--- src/rtl/mac_pkg.sv ---
// mac_pkg: types and default constants shared by the MAC sequencer slice.
//   state_t      sequencer control state (IDLE / RUN / DRAIN)
//   MUL_LAT_DEF  default fixed latency of the FP multiplier stage, in cycles
//   ADD_LAT_DEF  default fixed latency of the FP adder/accumulator stage, in cycles
package mac_pkg;

    typedef enum logic [1:0] {
        IDLE  = 2'd0,
        RUN   = 2'd1,
        DRAIN = 2'd2
    } state_t;

    localparam int MUL_LAT_DEF = 3;
    localparam int ADD_LAT_DEF = 2;

endpackage

--- src/rtl/mac_lat_tracker.sv ---
// mac_lat_tracker: fixed-depth valid/tag shift register that follows an
// operation through a pipeline of known latency.
//   clock      rising-edge clock
//   reset      asynchronous active-high reset, empties the pipe
//   clear      synchronous clear, empties the pipe on the next edge
//   in_valid   an operation enters the pipe this cycle
//   in_tag     side-band flags travelling with the operation
//   out_valid  the operation that entered DEPTH cycles ago emerges now
//   out_tag    its flags
module mac_lat_tracker #(
    parameter int DEPTH = 1,
    parameter int TAG_W = 1
) (
    input  logic             clock,
    input  logic             reset,
    input  logic             clear,
    input  logic             in_valid,
    input  logic [TAG_W-1:0] in_tag,
    output logic             out_valid,
    output logic [TAG_W-1:0] out_tag
);

    logic [DEPTH-1:0] valid_q;
    logic [TAG_W-1:0] tag_q [DEPTH];

    // NOTE: the tag stages are reset along with the valid bits; they are only
    // a few flops, and it keeps X off out_tag even while out_valid is low.
    always_ff @(posedge clock or posedge reset) begin
        if (reset) begin
            valid_q <= '0;
            for (int i = 0; i < DEPTH; i++) tag_q[i] <= '0;
        end else if (clear) begin
            valid_q <= '0;
            for (int i = 0; i < DEPTH; i++) tag_q[i] <= '0;
        end else begin
            // NOTE: non-blocking assignments make every stage take the value
            // its neighbour held before the edge, which is what a shift needs.
            valid_q[0] <= in_valid;
            tag_q[0]   <= in_tag;
            for (int i = 1; i < DEPTH; i++) begin
                valid_q[i] <= valid_q[i-1];
                tag_q[i]   <= tag_q[i-1];
            end
        end
    end

    assign out_valid = valid_q[DEPTH-1];
    assign out_tag   = tag_q[DEPTH-1];

endmodule

--- src/rtl/mac_sequencer.sv ---
// mac_sequencer: control for a dot-product job on a pipelined FP multiplier
// feeding a single accumulating FP adder.
//   clock, reset    rising-edge clock, asynchronous active-high reset
//   start, vec_len  begin a job of vec_len A/B pairs (sampled in IDLE only)
//   abort           cancel the running job
//   in_valid        an operand pair is offered
//   in_ready        the pair is accepted this cycle
//   mul_issue       multiplier captures the operands (in_valid & in_ready)
//   add_issue       adder consumes the product emerging from the multiplier
//   acc_zero        with add_issue: first product of the job, add to 0.0
//   busy            a job is in progress
//   result_valid    one-cycle pulse, accumulator holds the final sum
//   result_empty    with result_valid: the job had no pairs, result is 0.0
module mac_sequencer
    import mac_pkg::*;
#(
    parameter int MUL_LAT = MUL_LAT_DEF,
    parameter int ADD_LAT = ADD_LAT_DEF,
    parameter int LEN_W   = 8
) (
    input  logic             clock,
    input  logic             reset,
    input  logic             start,
    input  logic [LEN_W-1:0] vec_len,
    input  logic             abort,
    input  logic             in_valid,
    output logic             in_ready,
    output logic             mul_issue,
    output logic             add_issue,
    output logic             acc_zero,
    output logic             busy,
    output logic             result_valid,
    output logic             result_empty
);

    // Wide enough to hold ADD_LAT-1, never zero bits wide.
    localparam int SPC_W = ($clog2(ADD_LAT) > 0) ? $clog2(ADD_LAT) : 1;

    state_t           state, state_nxt;
    logic [LEN_W-1:0] remaining, remaining_nxt;
    logic [SPC_W-1:0] space_cnt, space_nxt;
    logic             first_done, first_done_nxt;
    logic             empty_q, empty_nxt;

    logic             accept;
    logic             kill;
    logic             mul_out_valid;
    logic [1:0]       mul_out_tag;     // [1] last product, [0] first product
    logic             add_out_valid;
    logic             add_out_last;

    assign busy      = (state != IDLE);
    assign in_ready  = (state == RUN) && (remaining != '0) && (space_cnt == '0);
    assign accept    = in_valid & in_ready;
    assign mul_issue = accept;

    // An abort kills whatever would emerge in the abort cycle as well as
    // everything still in flight (trackers are cleared on the same edge).
    assign kill      = abort & busy;

    assign add_issue    = mul_out_valid & ~kill;
    assign acc_zero     = add_issue & mul_out_tag[0];
    assign result_valid = empty_q | (add_out_valid & add_out_last & ~kill);
    assign result_empty = empty_q;

    always_ff @(posedge clock or posedge reset) begin
        if (reset) begin
            state      <= IDLE;
            remaining  <= '0;
            space_cnt  <= '0;
            first_done <= 1'b0;
            empty_q    <= 1'b0;
        end else begin
            state      <= state_nxt;
            remaining  <= remaining_nxt;
            space_cnt  <= space_nxt;
            first_done <= first_done_nxt;
            empty_q    <= empty_nxt;
        end
    end

    // NOTE: every output of this block gets a default first, so no path can
    // leave a signal unassigned and infer a latch.
    always_comb begin
        state_nxt      = state;
        remaining_nxt  = remaining;
        space_nxt      = (space_cnt != '0) ? space_cnt - 1'b1 : space_cnt;
        first_done_nxt = first_done;
        empty_nxt      = 1'b0;

        unique case (state)
            IDLE: begin
                // Abort outranks a simultaneous start.
                if (start && !abort) begin
                    if (vec_len == '0) begin
                        empty_nxt = 1'b1;
                    end else begin
                        state_nxt      = RUN;
                        remaining_nxt  = vec_len;
                        first_done_nxt = 1'b0;
                    end
                end
            end
            RUN: begin
                if (accept) begin
                    remaining_nxt  = remaining - 1'b1;
                    space_nxt      = SPC_W'(ADD_LAT - 1);
                    first_done_nxt = 1'b1;
                    if (remaining == LEN_W'(1)) state_nxt = DRAIN;
                end
            end
            DRAIN: begin
                if (add_out_valid && add_out_last) state_nxt = IDLE;
            end
            default: state_nxt = IDLE;
        endcase

        if (kill) begin
            state_nxt     = IDLE;
            remaining_nxt = '0;
            space_nxt     = '0;
        end
    end

    // Multiplier pipe: an accept emerges as add_issue MUL_LAT cycles later.
    mac_lat_tracker #(
        .DEPTH (MUL_LAT),
        .TAG_W (2)
    ) u_mul_trk (
        .clock     (clock),
        .reset     (reset),
        .clear     (kill),
        .in_valid  (accept),
        .in_tag    ({remaining == LEN_W'(1), ~first_done}),
        .out_valid (mul_out_valid),
        .out_tag   (mul_out_tag)
    );

    // Adder pipe: the last add becomes result_valid ADD_LAT cycles later.
    mac_lat_tracker #(
        .DEPTH (ADD_LAT),
        .TAG_W (1)
    ) u_add_trk (
        .clock     (clock),
        .reset     (reset),
        .clear     (kill),
        .in_valid  (add_issue),
        .in_tag    (mul_out_tag[1]),
        .out_valid (add_out_valid),
        .out_tag   (add_out_last)
    );

endmodule
--- config.mk ---
export PLATFORM = sky130hd
export DESIGN_NAME = mac_sequencer
export DESIGN_NICKNAME = d
export VERILOG_FILES = /design/src/rtl/mac_pkg.sv /design/src/rtl/mac_lat_tracker.sv /design/src/rtl/mac_sequencer.sv
export SDC_FILE = /design/constraint.sdc
export NUM_CORES = 1
export LEC_CHECK = 0
export CAP_MARGIN = 30
export CORE_UTILIZATION = 25
export CTS_BUF_LIST = sky130_fd_sc_hd__clkbuf_2 sky130_fd_sc_hd__clkbuf_4 sky130_fd_sc_hd__clkbuf_8
export DETAILED_ROUTE_END_ITERATION = 12
export DONT_BUFFER_PORTS = 1
export HOLD_SLACK_MARGIN = 0.1
export MAX_ROUTING_LAYER = met4
export PLACE_DENSITY_LB_ADDON = 0.25
export SLEW_MARGIN = 30
export SYNTH_ARGS = -nofsm -noshare
export SYNTH_HDL_FRONTEND = slang
export SYNTH_HIERARCHICAL = 1
export SYNTH_SLANG_ARGS = --single-unit
export TNS_END_PERCENT = 50
--- constraint.sdc ---
create_clock -name clock -period 2.5 [get_ports clock]
set_clock_uncertainty 0.15 [all_clocks]
set_input_delay 0.125 -clock clock [delete_from_list [all_inputs] [get_ports clock]]
set_output_delay 0.125 -clock clock [all_outputs]
set_load 0.005 [all_outputs]
* Yosys cells after proc, flatten, opt, wreduce, memory -nomap -nowiden *
Cells that the tools add are included.

word-level totals
  register bits = 26
  input bits = 13
  output and inout bits = 7

operators by class
  $add $sub $neg = 2
  equality and inequality tests = 11
  muxes and demuxes = 27
  bitwise logic cells = 10
  reduce and logical (&&, ||, !) cells = 14

operators with widths
  operator               count
  $mux W8                4
  $mux W2                8
  $pmux W8 S2            1
  $mux W1                10
  $ne A3 B3 Y1 const B   3
  $eq A8 B1 Y1 const B   1
  $logic_not A8 Y1       1
  $reduce_and A4 Y1      2
  $reduce_bool A8 Y1     1
  $sub A8 B1 Y8 const B  1
  $and A1 B1 Y1          6
  $mux W6                1
  $ne A3 B2 Y1 const B   2
  $pmux W2 S3            1
  $reduce_and A5 Y1      1
  $logic_and A1 B1 Y1    4
  $ne A2 B2 Y1 const B   2
  $reduce_bool A2 Y1     2
  $mux W3                1
  $not A1 Y1             3
  $reduce_bool A3 Y1     1
  $eq A2 B1 Y1 const B   1
  $eq A2 B2 Y1 const B   1
  $logic_not A2 Y1       1
  5 further kinds        5

* Depth between registers and ports, before layout *
  depth after elaboration = 7
  depth in mapped cells = 8
  mapped depth without buffers = 7

* Cells and area by module *
The synthesis kept the hierarchy.

by module, submodules not included
  module                       times used  cells each  area each (µm²)
  mac_sequencer                1           111         952.2
  mac_lat_tracker (u_mul_trk)  1           21          300.3
  mac_lat_tracker (u_add_trk)  1           9           128.9

* Least setup slack after synthesis *
Ideal clock, no wire load.

  kind = reg2reg
  start point = register remaining[0]
  end point = register remaining[2]
  library setup time = 0.121 ns
  arrival time = 1.531 ns
  data required time = 2.229 ns
  path slack = 0.698 ns
  stages on the path, launching flop included = 8
  path buffers = 0
  cell sequence = dfrtp_1 -> inv_1 -> ha_1 -> nor2b_1 -> a31oi_1 -> o32ai_2 -> o32ai_1 -> a22o_1

between the ends
  word-level cells in the longest chain between the ends = 6
  elaborated cells between the ends (all ways) = 10
  classes of those cells = add/sub (1); eq/ne (1); mux (3); bitwise (1); reduce/logical (4)

RTL lines
  element                                                                RTL line             text
  from (decl)                                                            mac_sequencer.sv:40  logic [LEN_W-1:0] remaining, remaining_nxt;
  from (signal assigned)                                                 mac_sequencer.sv:75  remaining <= remaining_nxt;
  parallel branches: the longest is 6 deep, another holds $sub A8 B1 Y8  -

Parallel ways; which one is timed is not known. The select of a mux whose other input is x is not followed.
A chain may end at the register's enable or synchronous reset.

* Worst setup path in the final report *
  start point = input port vec_len[0]
  end point = register first_done

between the ends
  word-level cells in the longest chain between the ends = 3

RTL lines
  element                      RTL line             text
  from (decl)                  mac_sequencer.sv:24  input logic [LEN_W-1:0] vec_len,
  $logic_not A8 Y1             mac_sequencer.sv:95  if (vec_len == '0) begin
  $ne A2 B2 Y1 (no line)       -
  $reduce_and A4 Y1 (no line)  -
  to (signal assigned)         mac_sequencer.sv:77  first_done <= first_done_nxt;
  to (decl)                    mac_sequencer.sv:42  logic first_done, first_done_nxt;

Every way passes these cells.

==> flow_summary.ini <==
[status]
status = complete, no violations

[pwr]
ir_drop_mv = 0.480
p_leak_nw = 0.752
p_per_area_mw_per_mm2 = 692

[detailed_routing]
ant_nets = 0
routed_via_density = 4.60
drt-initial-drc-count = 39
wl_microns = 3000
via_count = 1035
drc_errors = 0
routedWlPerCell_microns = 13.3
drt_first_pass_iters = 7

[timing]
min_period_ns = 2.26
hold_viol_final = 0
drv_slew = 0
rsz0062_at_grt = false
slew_headroom_pct = 55.5
setup_tns_ns = 0
worst_pin_slew_ns = 0.662
fmaxAchievable_ghz = 0.443
finalWorstSetupSlack_ns = 0.244
setup_viol = 0
period_share_pct = 90.2

[yosys]
netlist_area_sq_mm = 0.00138
synth-seq-cells = 26
syn_area_per_cell_sq_um = 9.80
synth-main-ff-cell = dfrtp_1
syn_nets = 157
yosys_warnings = 6
ys_types = 42
synthCells = 141
ys_seq_area_share_pct = 47.1
synthArstFlopShare_pct = 100
synth_edf_count = 0

[worst_setup_path]
startpoint_type = input pin
path_max_fanout = 3
cp_top_family = buffers and inverters
slowest_delay_ns = 0.64
rrSetupSlack_ns = 0.55
worst-path-buf-inv = 2
crit_slowest_cell = dlygate4sd3_1
cp_cell_sequence = dlygate4sd3_1 > nor4_1 > nand2_1 > dlygate4sd3_1 > a22oi_1
crit_path_end_kind = flip-flop
critPathKind = in2reg
arrival_ns = 2.30
regToRegStartpoint = remaining[0]
crit_top_cell = dlygate4sd3_1
reg2reg_to = remaining[6]
ff2ff_path_depth = 8
required_ns = 2.55

[clocking]
clock_sinks = 26
path_clk_slew_ns = 0.10
clock_path_buffers = 2
clk_latency_ns = 0.27
cts_tree = yes
postCtsResizedCells = 0
cts-htree-levels = 1
numCtsBuffers = 3
cts_root_buffer = clkbuf_8

[layout]
layout-drive-gt1-share_pct = 10.3
antenna_cells = 0
area_growth_pct = 19.7
fin_cells = 225
final_nets = 172

[hold_path]
worst_hold_path_type = in2async

[placement]
dp_slack_ns = 0.564
gp_congestion = 0.830
placed_cells = 207
dpl.hpwl_microns = 2210
portBuffers = 0

[floorplanning]
die_w_microns = 76.3
die-height_microns = 76.3
initial_core_util_pct = 26.5
num_io_pins = 20
dieArea_sq_mm = 0.00583
core_area_sq_mm = 0.00520
rows = 26

[run]
drv_cap = 0

[grt]
grt_pass1_wl_microns = 5260
grt_pass1_vias = 1085
grt_antenna_before_repair = 0
grt_usage_pct = 11.6
grt_start_max_net_pins = 16
gr-total-overflow = 0
[logic make-up (layout without fill, tap and decap cells)]
logic type	Yosys count	in the layout	synth area share [%]
and+or+nand+nor	58	58	24.5
AOI/OAI and AO/OA	32	32	16.8
DFF	26	26	47.1
buffers and inverters	19	33	7.06
adders and majority gates	3	3	2.72
xor gates and xnor gates	3	3	1.90
[flip-flops by register name, indices dropped and copies added, names as in the netlist]
name,count
first_done,1
remaining,8
result_empty,1
space_cnt,1
state,2
u_add_trk/out_tag,1
u_add_trk/tag_q,1
u_add_trk/valid_q,2
u_mul_trk/out_tag,2
u_mul_trk/tag_q,4
u_mul_trk/valid_q,3
[power by group]
group	total, mW	internal (mW)	switching, mW	leakage (nW)
Clock	0.350	0.214	0.135	0.0357
Sequential	0.522	0.476	0.0461	0.340
Combinational	0.273	0.129	0.145	0.377
Total	1.14	0.818	0.326	0.752
[final cells by class]
cell class	count	area [sq um]
multi-input combinational	96	633
sequential	26	651
fill	556	3550
clock buffer	3	41.3
tap	70	87.6
clock inverter	1	30.0
timing repair buffer	18	170
inverter	11	41.3
[timing repair]
| item | 4_1_cts | 5_1_grt |
|---|---|---|
| buffers inserted | 0 | 0 |
| hold buffers | 14 | 0 |
| endpoints found under the hold margin | 39 | 0 |
[metal layers]
metal  wire length [microns]  vias to the layer above  global-route usage, %
li1                        -                      513                      -
met3                     236                        2                   3.35
met2                    1300                       42                   18.0
met5                       0                        -                      -
met1                    1440                      478                   15.5
met4                      14                        0                   1.35
[through the flow]
| step | instance area, sq um | power (mW) | util (%) | hold WS, ns |
|---|---|---|---|---|
| global route | 1650 | 1.22 | 31.8 | 0.162 |
| global placement | 1440 | 0.781 | 27.7 | -0.252 |
| floorplan | 1380 | 0.723 | - | -0.259 |
| finish | 1650 | 1.14 | 31.8 | 0.139 |
| CTS | 1650 | 1.15 | 31.8 | 0.150 |
| detailed placement | 1440 | 0.783 | 27.7 | -0.248 |
[placed cells by master (no fill, tap or decap), drive strengths merged, types with 3 or more instances in the layout]
cell and count:
nor2b 15, dlygate4sd3 14, nor2 8, ha 3, dfrtp 26, clkbuf 3
a21oi 3, o31ai 3, nand2 13, nor4 3, inv 11, buf 4
o21ai 10
[cells in the mapped netlist (2+ instances only)]
master,n,area share [%]
o31ai_1,3,1.6
nor3_1,2,0.72
nor2b_1,15,6.8
a211oi_1,2,1.1
clkbuf_1,3,0.82
nor4_1,3,1.4
and3_1,2,0.91
dfrtp_1,26,47
buf_6,2,1.6
nand2_1,13,3.5
nand3_1,2,0.72
o21ai_0,9,3.3
and4b_1,2,1.4
buf_4,3,1.6
or2_4,2,1.3
nor2_1,8,2.2
a21oi_1,3,1.1
a31oi_1,2,0.91
nand3b_1,2,1.1
ha_1,3,2.7
inv_1,11,3.0
xnor2_1,2,1.3
a21boi_0,2,1.1
[worst max path at each step]
stage	from	to	slack, ns	cells past startpoint
2_1_floorplan	remaining[0]	remaining[2]	0.70	7
3_3_place_gp	remaining[0]	remaining[6]	0.60	8
3_5_place_dp	remaining[0]	remaining[6]	0.56	8
4_1_cts	vec_len[0]	first_done	0.29	5
5_1_grt	state[1]	result_valid	0.11	3
6_report	vec_len[0]	first_done	0.24	5
No activity file was read; power rests on OpenSTA's default activity.
